[config.mk]
export PLATFORM = sky130hd
export DESIGN_NAME = adma_data_fifo
export DESIGN_NICKNAME = d
export VERILOG_FILES = /design/src/rtl/adma_pkg.sv /design/src/rtl/adma_fifo_mem.sv /design/src/rtl/adma_data_fifo.sv
export SDC_FILE = /design/constraint.sdc
export NUM_CORES = 1
export LEC_CHECK = 0
export ABC_AREA = 0
export BUFFER_PORTS_ARGS = -buffer_cell sky130_fd_sc_hd__buf_4
export CORE_MARGIN = 8
export CORE_UTILIZATION = 60
export DETAILED_ROUTE_END_ITERATION = 6
export GPL_TIMING_DRIVEN = 0
export PLACE_DENSITY = 0.85
export SLEW_MARGIN = 25
export SYNTH_ARGS = -nofsm -noshare
export SYNTH_HDL_FRONTEND = slang
export SYNTH_SLANG_ARGS = --single-unit
[constraint.sdc]
create_clock -name CLK -period 3.7 [get_ports CLK]
set_input_delay 0.185 -clock CLK [delete_from_list [all_inputs] [get_ports CLK]]
set_output_delay 0.185 -clock CLK [all_outputs]
set_load 0.02 [all_outputs]
[src/rtl/adma_pkg.sv]
// Shared ADMA constants, word type and width helper.
package adma_pkg;

  localparam int ADMA_DATA_WIDTH = 32;
  localparam int ADMA_FIFO_DEPTH = 16;

  typedef logic [ADMA_DATA_WIDTH-1:0] adma_word_t;

  // Smallest r with (1 << r) >= value; value 1 yields 0.
  function automatic int adma_clog2(input int value);
    int r;
    r = 0;
    for (int i = 0; i < 31; i++) begin
      if ((32'sd1 << i) < value) r = i + 1;
    end
    return r;
  endfunction

endpackage

[src/rtl/adma_fifo_mem.sv]
// DEPTH x DATA_WIDTH register array: one synchronous write port, one asynchronous read port.
module adma_fifo_mem
  import adma_pkg::*;
#(
  parameter int DATA_WIDTH = ADMA_DATA_WIDTH,
  parameter int DEPTH      = ADMA_FIFO_DEPTH,
  parameter int AW         = adma_clog2(DEPTH)
) (
  input  logic                  clk_i,
  input  logic                  we_i,
  input  logic [AW-1:0]         waddr_i,
  input  logic [DATA_WIDTH-1:0] wdata_i,
  input  logic [AW-1:0]         raddr_i,
  output logic [DATA_WIDTH-1:0] rdata_o
);

  logic [DATA_WIDTH-1:0] mem_q [DEPTH];

  // Storage is deliberately left unreset; validity is tracked by the pointers.
  always_ff @(posedge clk_i) begin
    if (we_i) mem_q[waddr_i] <= wdata_i;
  end

  assign rdata_o = mem_q[raddr_i];

endmodule

[src/rtl/adma_data_fifo.sv]
// First-word-fall-through buffer between the ADMA engine and the SD DAT serdes.
// Define ADMA_FIFO_ERR_EN to add sticky overflow/underflow flags.
module adma_data_fifo
  import adma_pkg::*;
#(
  parameter int DATA_WIDTH = ADMA_DATA_WIDTH,
  parameter int DEPTH      = ADMA_FIFO_DEPTH,
  parameter int AF_LEVEL   = DEPTH - 2,
  parameter int AE_LEVEL   = 2
) (
  input  logic                        CLK,
  input  logic                        RESET,
  input  logic                        clear,
  input  logic                        fifo_write,
  input  logic [DATA_WIDTH-1:0]       data_to_fifo,
  input  logic                        fifo_read,
  output logic [DATA_WIDTH-1:0]       data_from_fifo,
  output logic                        fifo_full,
  output logic                        fifo_empty,
  output logic                        almost_full,
  output logic                        almost_empty,
`ifdef ADMA_FIFO_ERR_EN
  output logic                        overflow,
  output logic                        underflow,
`endif
  output logic [adma_clog2(DEPTH):0]  fifo_count
);

  localparam int AW = adma_clog2(DEPTH);
  localparam int CW = AW + 1;

  logic [AW-1:0]         wptr_q, wptr_d;
  logic [AW-1:0]         rptr_q, rptr_d;
  logic [CW-1:0]         count_q, count_d;
  logic                  wr_acc, rd_acc;
  logic [DATA_WIDTH-1:0] head_word;

  // Flags come only from the registered count, never from the request inputs.
  assign fifo_full    = (count_q == CW'(DEPTH));
  assign fifo_empty   = (count_q == '0);
  assign almost_full  = (count_q >= CW'(AF_LEVEL));
  assign almost_empty = (count_q <= CW'(AE_LEVEL));
  assign fifo_count   = count_q;

  assign wr_acc = fifo_write & (~fifo_full | fifo_read);
  assign rd_acc = fifo_read & ~fifo_empty;

  always_comb begin
    wptr_d  = wptr_q;
    rptr_d  = rptr_q;
    count_d = count_q;
    if (clear) begin
      wptr_d  = '0;
      rptr_d  = '0;
      count_d = '0;
    end else begin
      if (wr_acc) wptr_d = wptr_q + 1'b1;
      if (rd_acc) rptr_d = rptr_q + 1'b1;
      if (wr_acc && !rd_acc)      count_d = count_q + 1'b1;
      else if (rd_acc && !wr_acc) count_d = count_q - 1'b1;
    end
  end

  always_ff @(posedge CLK or posedge RESET) begin
    if (RESET) begin
      wptr_q  <= '0;
      rptr_q  <= '0;
      count_q <= '0;
    end else begin
      wptr_q  <= wptr_d;
      rptr_q  <= rptr_d;
      count_q <= count_d;
    end
  end

  adma_fifo_mem #(
    .DATA_WIDTH (DATA_WIDTH),
    .DEPTH      (DEPTH),
    .AW         (AW)
  ) u_mem (
    .clk_i   (CLK),
    .we_i    (wr_acc & ~clear),
    .waddr_i (wptr_q),
    .wdata_i (data_to_fifo),
    .raddr_i (rptr_q),
    .rdata_o (head_word)
  );

  // Output reads as zero while empty so stale storage is never exposed.
  assign data_from_fifo = fifo_empty ? '0 : head_word;

`ifdef ADMA_FIFO_ERR_EN
  logic ovf_q, ovf_d;
  logic unf_q, unf_d;

  always_comb begin
    ovf_d = ovf_q | (fifo_write & fifo_full & ~fifo_read);
    unf_d = unf_q | (fifo_read & fifo_empty);
    if (clear) begin
      ovf_d = 1'b0;
      unf_d = 1'b0;
    end
  end

  always_ff @(posedge CLK or posedge RESET) begin
    if (RESET) begin
      ovf_q <= 1'b0;
      unf_q <= 1'b0;
    end else begin
      ovf_q <= ovf_d;
      unf_q <= unf_d;
    end
  end

  assign overflow  = ovf_q;
  assign underflow = unf_q;
`endif

endmodule

# ---- Word-level counts from Yosys, hierarchy flattened
# Memory sizes are Yosys's and may differ from the RTL's.
# Index checks and enable logic that the tools add are counted.
dict set report word_totals {
  mem_count 1
  ff_bits 13
  word_cells 36
  ramBits 512
  output_inout_bits 41
  in_bits 37
}
# memory words word_bits rd rd_ports_with_merged_regs write_ports line_no
set memory_table {}
lappend memory_table {u_mem.mem_q 16 32 1 0 1 adma_fifo_mem.sv:17} ;# logic [DATA_WIDTH-1:0] mem_q [DEPTH];
dict set report classes {
  bitwise 7
  eq_ne 1
  order_cmp 2
  n_reduce_logical 8
  addsub 4
  mux 10
}
# op n
set ops {}
lappend ops {{$mux W32} 1}
lappend ops {{$mux W4} 4}
lappend ops {{$mux W5} 3}
lappend ops {{$add A4 B1 Y4 const B} 2}
lappend ops {{$add A5 B1 Y5 const B} 1}
lappend ops {{$eq A5 B5 Y1 const B} 1}
lappend ops {{$ge A5 B4 Y1 const B} 1}
lappend ops {{$le A5 B2 Y1 const B} 1}
lappend ops {{$logic_not A5 Y1} 1}
lappend ops {{$sub A5 B1 Y5 const B} 1}
lappend ops {{$reduce_bool A2 Y1} 2}
lappend ops {{$and A1 B1 Y1} 3}
lappend ops {{$not A1 Y1} 3}
lappend ops {{$reduce_bool A3 Y1} 1}
lappend ops {{$logic_and A1 B1 Y1} 2}
lappend ops {{$logic_not A1 Y1} 2}
lappend ops {{$mux W1} 2}
lappend ops {{$or A1 B1 Y1} 1}

# ---- Logic depth before layout (Yosys ltp)
# Gate-level depths: netlist of the first run.
dict set report depth {
  depth_word 9
  depth_mapped 9
  mapped_depth_nobuf 8
}

# ---- Modules after synthesis
# From an unflattened synthesis of the first run, not the netlist that was laid out.
dict set report unflattened {
  hier_cells 931
  hier_area_um2 20313.2
}
# module area_each_um2 n_inst cells_each
set by_module_without_submodules {}
lappend by_module_without_submodules {adma_fifo_mem 19213.4 1 806}
lappend by_module_without_submodules {adma_data_fifo 1099.8 1 125}

# ---- Worst setup path before layout of the first run
# Ideal clock, no wire load.
dict set report synth_timing {
  path_kind {reg-to-reg}
  start {reg count_q[0] (netlist: fifo_count[0])}
  end {mem u_mem.mem_q[12][0] (netlist bit) (enable)}
  path_buffers 1
  t_arrival_ns 2.890
  path_slack_ns 0.389
  stages_incl_launch_ff 6
  required_ns 3.279
  path_cell_list {dfrtp_1 -> buf_1 -> nor4_2 -> a21boi_1 -> nand2_1 -> nor2_1}
}
dict set report synth_between {
  elab_chain_cells 7
}
# element line_no
set synth_rtl {}
lappend synth_rtl {{from (decl)} adma_data_fifo.sv:34} ;# logic [CW-1:0] count_q, count_d;
lappend synth_rtl {{from (signal assigned)} adma_data_fifo.sv:72} ;# count_q <= count_d;
lappend synth_rtl {{$eq A5 B5 Y1} adma_data_fifo.sv:39} ;# assign fifo_full = (count_q == CW'(DEPTH));
lappend synth_rtl {{$not A1 Y1} adma_data_fifo.sv:45} ;# assign wr_acc = fifo_write & (~fifo_full | fifo_read);
lappend synth_rtl {{$or A1 B1 Y1} adma_data_fifo.sv:45}
lappend synth_rtl {{$and A1 B1 Y1} adma_data_fifo.sv:45}
lappend synth_rtl {{$and A1 B1 Y1} adma_data_fifo.sv:82} ;# .we_i (wr_acc & ~clear),
lappend synth_rtl {{$mux W1} adma_fifo_mem.sv:21} ;# if (we_i) mem_q[waddr_i] <= wdata_i;
lappend synth_rtl {{$mux W1 (implied by the code)} adma_fifo_mem.sv:21}
lappend synth_rtl {{to (decl)} adma_fifo_mem.sv:17}
# Every way passes these cells.

# ---- Final worst setup path of the first run
dict set report layout_timing {
  start {reg rptr_q[3]}
  end {out data_from_fifo[30]}
}
dict set report layout_between {
  elab_chain_cells 2
}
# element line_no
set layout_rtl {}
lappend layout_rtl {{from (decl)} adma_data_fifo.sv:33} ;# logic [AW-1:0] rptr_q, rptr_d;
lappend layout_rtl {{from (signal assigned)} adma_data_fifo.sv:71} ;# rptr_q <= rptr_d;
lappend layout_rtl {{$mem_v2 Z16 W32} --}
lappend layout_rtl {{$mux W32} adma_data_fifo.sv:90} ;# assign data_from_fifo = fifo_empty ? '0 : head_word;
lappend layout_rtl {{to (decl)} adma_data_fifo.sv:17} ;# output logic [DATA_WIDTH-1:0] data_from_fifo,
# Every way passes these cells.

==> out/results.tsv, run 1 <==
stage	metric	value	unit
cts	clk_lat worst skew	0.58	ns
cts	CTS tree	built	
routing	post-route ant nets	0	
worst_setup_path	CP Launch Type	flop	
yosys	Synth top area share	75.1	%
worst_hold_path	worst hold path class	in -> reg	
finish	layout filler cell count	1857	
yosys	Synth Area in Adders	0.648	%
worst_hold_path	Hold Crit Depth	4	
worst_setup_path	R2R Setup Slk	0.50	ns
routing	via count	10604	
worst_setup_path	Critical Path AT	3.50	ns
pwr	VDD IR max	0.555	mV
worst_setup_path	Worst Reg-to-Reg Cells	6	
flow_run	max-cap check violation count	0	
worst_hold_path	hold path endpoint	rptr_q[2]	
finish	footprint of the multi-input gates	4580	sq um
placed_design	# port buffers	76	
sta	# setup viols final	0	
sta	Setup Total Neg Slack	0	ns
worst_hold_path	HP Start	fifo_read	
yosys	Synth Area in Simple Gates	2.52	%
placed_design	cell total after placement	1452	
sta	part of the cycle the worst path needs	99.7	%
yosys	Avg Cell Area, Syn	22.6	sq um
finish	register area	15700	sq um
worst_setup_path	RR Endpoint	u_mem.mem_q[6][3]	
cts	Clock transition at path regs	0.06	ns
yosys	post-synthesis sequential area ratio	76.7	%
floorplan	chip height	201	um
sta	fin crit period	3.69	ns
worst_setup_path	critical path class	reg -> out	
routing	TritonRoute pass-1 iters	5	
placed_design	area of placed instances	22300	sq um
yosys	Post-Syn Nets	952	
floorplan	die area	40300	sq um
global_routing	Tot GR Track Use	24.7	%
yosys	Synth cell types	51	
global_routing	initial antenna violation count	1	
floorplan	Ports	78	
cts	clk sink count	525	
yosys	Synth Area in Compound Gates	2.44	%
placed_design	dpl hpwl	29100	um
placed_design	Final GP Congestion	0.821	
worst_setup_path	critical path launch point	rptr_q[3]	
finish	Final nets	1137	
floorplan	initial core utilization	61.0	%
floorplan	row count	67	
sta	Worst Max-Slew Pin Slew	0.955	ns
worst_setup_path	CP required	3.51	ns
cts	root buffer cell	clkbuf_16	
routing	Initial DRC Count	1323	
cts	total CTS buffers	50	
global_routing	GRT overflow	0	
pwr	Power Density	628	nW/um^2
global_routing	first-pass GRT wire length	73600	um
yosys	Area contributors post-synth	edfxtp_1 (75%), mux4_2 (14%), mux2_2 (1.8%)	
global_routing	largest net degree at the start of global routing	20	
status	outcome	finished clean	
floorplan	CORE AREA	33500	sq um
yosys	Yosys top cell by area	edfxtp_1	
yosys	Mapped Cells	905	
pwr	Leak	7.67	nW
yosys	multiplexer area fraction after synthesis	15.9	%
finish	Final Core Density	72.0	%
routing	routed length per instance	31.7	um
finish	non-filler instance count after layout	1574	
sta	RSZ-0062 raised after global routing	false	
routing	final wirelength	49900	um
yosys	Synth Cell Area	20500	sq um
sta	Max Clock Skew	0.0246	ns
yosys	Post-Synth XOR/XNOR Area	0.257	%
finish	post-route cell area	24100	sq um
worst_setup_path	Max FO, Critical Path	10	
worst_setup_path	Critical Path End Type	output pin	
placed_design	dpl ws	0.582	ns
yosys	largest family of logic cells by synthesized area	multiplexers	
worst_setup_path	worst r2r src	fifo_count[0]	
yosys	ys flop type	edfxtp_1	
sta	Max Fclk	0.271	GHz
cts	Clock Path Buffers	3	
sta	setup ws final	0.0128	ns
yosys	yosys synthesis warning count	0	
yosys	fraction of registers with async set/reset	2.48	%
floorplan	DIE WIDTH	201	um
yosys	EDFF count, synth	512	
routing	number of remaining DRC errors	0	
yosys	register bit total from synthesis	525	
cts	setup bufs post-CTS	0	
sta	max_slew headroom	36.3	%
sta	final hold vios	0	
finish	share of post-route cells with drive strength above 1	32.9	%
cts	H-Tree Level Count	2	
sta	fin. max-slew vios	0	
finish	Layout area overhead	18.0	%
global_routing	vias in the first global route	11399	
routing	vias per cell	6.74	
flip-flops by register name, summed over array words and instances, names as in the netlist:
signal	count
fifo_count	5
wptr_q	4
rptr_q	4
u_mem.mem_q	512
layer usage:
metal | up-vias | track usage [%] | wire length [um]
met4 | 0 | 11.1 | 2200
met5 | - | 0 | 0
met1 | 5488 | 30.4 | 17400
met3 | 155 | 4.02 | 4290
li1 | 4213 | - | -
met2 | 748 | 42.9 | 26000
metrics by stage:
stage                     power (mW)  hold slack (ns)
final                           15.2            0.195
after global routing            15.6            0.175
after CTS                       15.2           0.0849
after detailed placement        10.5            0.263
after global placement          10.3            0.251
after floorplan                 9.23           0.0620
worst max-delay path, cell delays in order, from the launching register on:
cell,delay [ns]
dfrtp_1,0.44
buf_2,0.32
buf_2,0.39
nand2_1,0.10
nor2_1,0.48
clkbuf_1,0.64
a221o_1,0.39
buf_4,0.18
power by group:
group | total [mW] | internal, mW | switching [mW]
combinational | 3.76 | 1.74 | 2.02
clock | 4.69 | 2.59 | 2.11
sequential | 6.70 | 6.62 | 0.0777
area by class of cell:
cell class / count / share of cell area, %
antenna: 1 / 0.0104
buffer: 46 / 1.14
clock buffer: 64 / 5.49
clock inverter: 23 / 0.596
inverter: 6 / 0.0933
multi-input combinational: 328 / 19.0
sequential: 525 / 65.1
tap: 448 / 2.32
timing repair buffer: 133 / 6.30
worst max-delay path by stage:
stage	to	cells after the start	slack, ns
6_report	data_from_fifo[30]	7	0.01
5_1_grt	data_from_fifo[30]	7	0.01
3_5_place_dp	data_from_fifo[20]	7	0.58
4_1_cts	data_from_fifo[30]	7	0.02
3_3_place_gp	u_mem.mem_q[10][8]	5	-1.24
2_1_floorplan	u_mem.mem_q[12][0]	5	0.39
synth_stat cells, types with 2 or more instances:
cell type / n
buf_2: 23
nor2_1: 28
mux4_2: 128
nor2b_1: 34
ha_1: 9
or4_1: 2
a31oi_1: 2
edfxtp_1: 512
buf_12: 4
nand2_1: 9
mux2i_1: 2
xnor2_1: 3
nor3b_1: 2
a21oi_1: 5
nand3b_1: 2
inv_1: 5
clkbuf_1: 15
o211ai_1: 2
dfrtp_1: 13
buf_1: 3
o21ai_0: 3
or3_1: 2
xor2_1: 3
mux2_2: 32
nor3_1: 3
a221o_1: 32
nand3_1: 3
cells in the final DEF, fill, tap and decap left out, drive strengths merged, types with 3 or more instances in the layout:
cell | netlist | layout
xor2 | 3 | 3
buf | 31 | 130
nand2 | 9 | 9
dfrtp | 13 | 13
ha | 9 | 9
nor3 | 4 | 4
clkbuf | 15 | 79
or3 | 3 | 3
nor2b | 34 | 34
nor2 | 28 | 28
mux2 | 32 | 32
clkinv | 0 | 22
mux4 | 128 | 128
edfxtp | 512 | 512
dlygate4sd3 | 0 | 34
a21oi | 5 | 5
nand3 | 3 | 3
xnor2 | 3 | 3
inv | 6 | 6
o21ai | 4 | 4
a221o | 32 | 32
logic make-up (layout without fill, tap and decap cells):
group | after synthesis | count (layout)
and+or+nand+nor | 93 | 93
DFF | 525 | 525
adders and majority gates | 10 | 10
AOI/OAI and AO/OA | 57 | 57
buffers and inverters | 52 | 272
other | 0 | 1
muxes | 162 | 162
xor gates and xnor gates | 6 | 6
timing repair:
| action | 4_1_cts | 5_1_grt |
|---|---|---|
| hold buffers | 34 | 0 |
| gates resized for setup | 1 | 0 |
| setup endpoints to repair | 1 | 0 |
| endpoints found under the hold margin | 526 | 0 |
No activity file was read; power rests on OpenSTA's default activity.
==> run 2: changes to the inputs <==
--- a/config.mk
+++ b/config.mk
@@ -12,6 +12,7 @@
 export DETAILED_ROUTE_END_ITERATION = 6
 export GPL_TIMING_DRIVEN = 0
 export PLACE_DENSITY = 0.85
+export RECOVER_POWER = 25
 export SLEW_MARGIN = 25
 export SYNTH_ARGS = -nofsm -noshare
 export SYNTH_HDL_FRONTEND = slang
==> run 2 against run 1 <==
  * The flow now finishes with violations (DRC)
  * Worst hold slack improved by 0.0056 ns
  * Routed wire length rose by 0.24%
  * Register-to-register slack better by 0.02 ns
  * Sequential power about the same
  * Sequential share of layout area increased by 0.21 points
  * Utilization decreased by 0.24 points
  * Clock power is essentially flat
  * First-iteration DRC count is 4.2% lower
  * Combinational power about the same
  * Power hardly changed
  * Global-route usage unchanged
  * Critical path type unchanged
  * Largest cell class unchanged
  * Highest routed layer unchanged
==> out/results.tsv, run 2 (same netlist as run 1, synthesis figures left out) <==
stage	metric	value	unit	change
pwr	VDD IR max	0.558	mV	+0.45%
sta	Worst Max-Slew Pin Slew	0.962	ns	+0.00645 ns
global_routing	vias in the first global route	11399		unchanged
global_routing	first-pass GRT wire length	73600	um	unchanged
cts	clk_lat worst skew	0.58	ns	about the same
routing	vias per cell	6.75		+0.19%
worst_setup_path	Critical Path AT	3.49	ns	about the same
routing	Initial DRC Count	1268		-4.2%
worst_setup_path	CP required	3.51	ns	about the same
global_routing	largest net degree at the start of global routing	20		unchanged
floorplan	chip height	201	um	unchanged
placed_design	cell total after placement	1452		unchanged
sta	Max Fclk	0.272	GHz	+0.39%
finish	Layout area overhead	17.6	%	
finish	non-filler instance count after layout	1574		unchanged
cts	total CTS buffers	50		unchanged
global_routing	GRT overflow	0		unchanged
worst_setup_path	cell chain of the critical path	buf_2, buf_2, nand2_1, nor2_1, clkbuf_1, a221o_1, buf_4		
cts	Clock Path Buffers	3		unchanged
worst_setup_path	Buffers & Inverters on Critical Path	4		unchanged
worst_setup_path	CP top delay family	buffers and inverters		
floorplan	Ports	78		unchanged
pwr	Leak	7.59	nW	-0.99%
sta	worst hold slack	0.201	ns	+0.00562 ns
finish	share of post-route cells with drive strength above 1	31.0	%	-1.9 points
global_routing	Tot GR Track Use	24.7	%	unchanged
routing	final wirelength	50000	um	+0.24%
worst_setup_path	biggest cell delay along the critical path	0.62	ns	-0.02 ns
global_routing	busiest grt layer	met2		
sta	fin crit period	3.67	ns	-0.0142 ns
worst_setup_path	critical path class	reg -> out		
cts	H-Tree Level Count	2		unchanged
sta	RSZ-0062 raised after global routing	false		
sta	# setup viols final	0		unchanged
routing	routed length per instance	31.8	um	+0.24%
global_routing	met2 Resource Use GR	42.9	%	unchanged
pwr	Power Density	630	nW/um^2	+0.31%
routing	number of remaining DRC errors	2		+2
worst_setup_path	CP max stage cell	clkbuf_1		
cts	Clock transition at path regs	0.06	ns	about the same
global_routing	initial antenna violation count	1		unchanged
worst_setup_path	Critical Path End Type	output pin		
finish	most common cell after layout, fill and taps aside	edfxtp_1		
placed_design	# port buffers	76		unchanged
sta	fin. max-slew vios	0		unchanged
global_routing	grt met1 use	30.4	%	unchanged
finish	Largest register FFs	512		unchanged
sta	final hold vios	0		unchanged
floorplan	CORE AREA	33500	sq um	unchanged
finish	Final nets	1137		unchanged
flow_run	max-cap check violation count	0		unchanged
cts	root buffer cell	clkbuf_16		
cts	clk sink count	525		unchanged
routing	via count	10624		+0.19%
worst_hold_path	worst hold path class	in -> reg		
floorplan	DIE WIDTH	201	um	unchanged
floorplan	die area	40300	sq um	unchanged
finish	most frequent cells in the layout	edfxtp_1 (512), mux4_2 (128), buf_4 (55)		
sta	Max Clock Skew	0.0209	ns	-0.00370 ns
status	failing checks	DRC		
worst_setup_path	most used cell, CP	buf_2		
placed_design	Final GP Congestion	0.821		unchanged
routing	post-route ant nets	0		unchanged
placed_design	dpl hpwl	29100	um	unchanged
routing	TritonRoute pass-1 iters	7		+2
finish	layout filler cell count	1880		+1.2%
floorplan	initial core utilization	61.0	%	unchanged
worst_setup_path	CP Launch Type	flop		
sta	max_slew headroom	35.9	%	-0.43 points
cts	CTS tree	built		
sta	part of the cycle the worst path needs	99.3	%	-0.38 points
worst_setup_path	Max FO, Critical Path	10		unchanged
status	outcome	finished, violations left		
global_routing	met3 usage	4.02	%	unchanged
floorplan	row count	67		unchanged
finish	Largest Register	u_mem.mem_q		
## run 2: cell count changes in the layout (fill, tap and decap cells not counted), sizes merged
cell and change:
clkbuf +21, buf -21
## run 2: timing repair
action | 4_1_cts | 5_1_grt
endpoints found under the setup margin | 1 | 0
hold buffers | 34 | 0
buffers inserted | 0 | 0
gates resized for setup | 1 | 0
endpoints found under the hold margin | 526 | 0
## run 2: final cells by class
cell class	count	area (sq um)	area share (%)
tap	448	561	2.33
buffer	46	275	1.14
inverter	6	22.5	0.0936
timing repair buffer	133	1440	6.00
antenna	1	2.50	0.0104
sequential	525	15700	65.3
clock inverter	23	144	0.598
clock buffer	64	1330	5.51
multi-input combinational	328	4580	19.1
## run 2: worst paths after layout
| path | to | cells past startpoint | start | slack (ns) |
|---|---|---|---|---|
| min reg2reg | wptr_q[3] | 2 | wptr_q[3] | 0.66 |
| max reg2reg | u_mem.mem_q[6][3] | 6 | fifo_count[0] | 0.52 |
| max | data_from_fifo[30] | 7 | rptr_q[3] | 0.03 |
| min | fifo_count[0] | 2 | clear | 0.20 |
| max in group asynchronous | rptr_q[0] | 3 | RESET | 3.05 |
| min in group asynchronous | wptr_q[2] | 3 | RESET | 0.26 |
## run 2: worst register-to-register path, stage by stage (launching register included)
cell	delay, ns
dfrtp_1	0.47
buf_1	0.47
nor4_2	0.19
a21boi_1	0.41
nand2_1	0.38
nor2_4	0.69
buf_16	0.25
## run 2: stage by stage
stage | worst slack (ns) | util [%] | area [sq um] | power (mW) | setup TNS (ns)
after floorplan | 0.389 | - | 20500 | 9.23 | 0
after global placement | -1.24 | 64.4 | 21600 | 10.3 | -533.05
after detailed placement | 0.582 | 66.6 | 22300 | 10.5 | 0
after CTS | 0.0171 | 72.0 | 24100 | 15.2 | 0
after global routing | 0.0101 | 71.7 | 24100 | 15.6 | 0
final | 0.0270 | 71.7 | 24100 | 15.1 | 0
## run 2: routing by layer
| layer | vias up | share of wire, % |
|---|---|---|
| li1 | 4215 | - |
| met1 | 5530 | 35 |
| met2 | 739 | 52 |
| met3 | 140 | 8.2 |
| met4 | 0 | 4.2 |
| met5 | - | 0 |
## run 2: where the power goes
group | leakage (nW) | switching [mW] | total (mW) | internal, mW
combinational | 2.09 | 2.02 | 3.75 | 1.73
sequential | 4.79 | 0.0777 | 6.70 | 6.62
clock | 0.715 | 2.11 | 4.70 | 2.59
total | 7.59 | 4.21 | 15.1 | 10.9
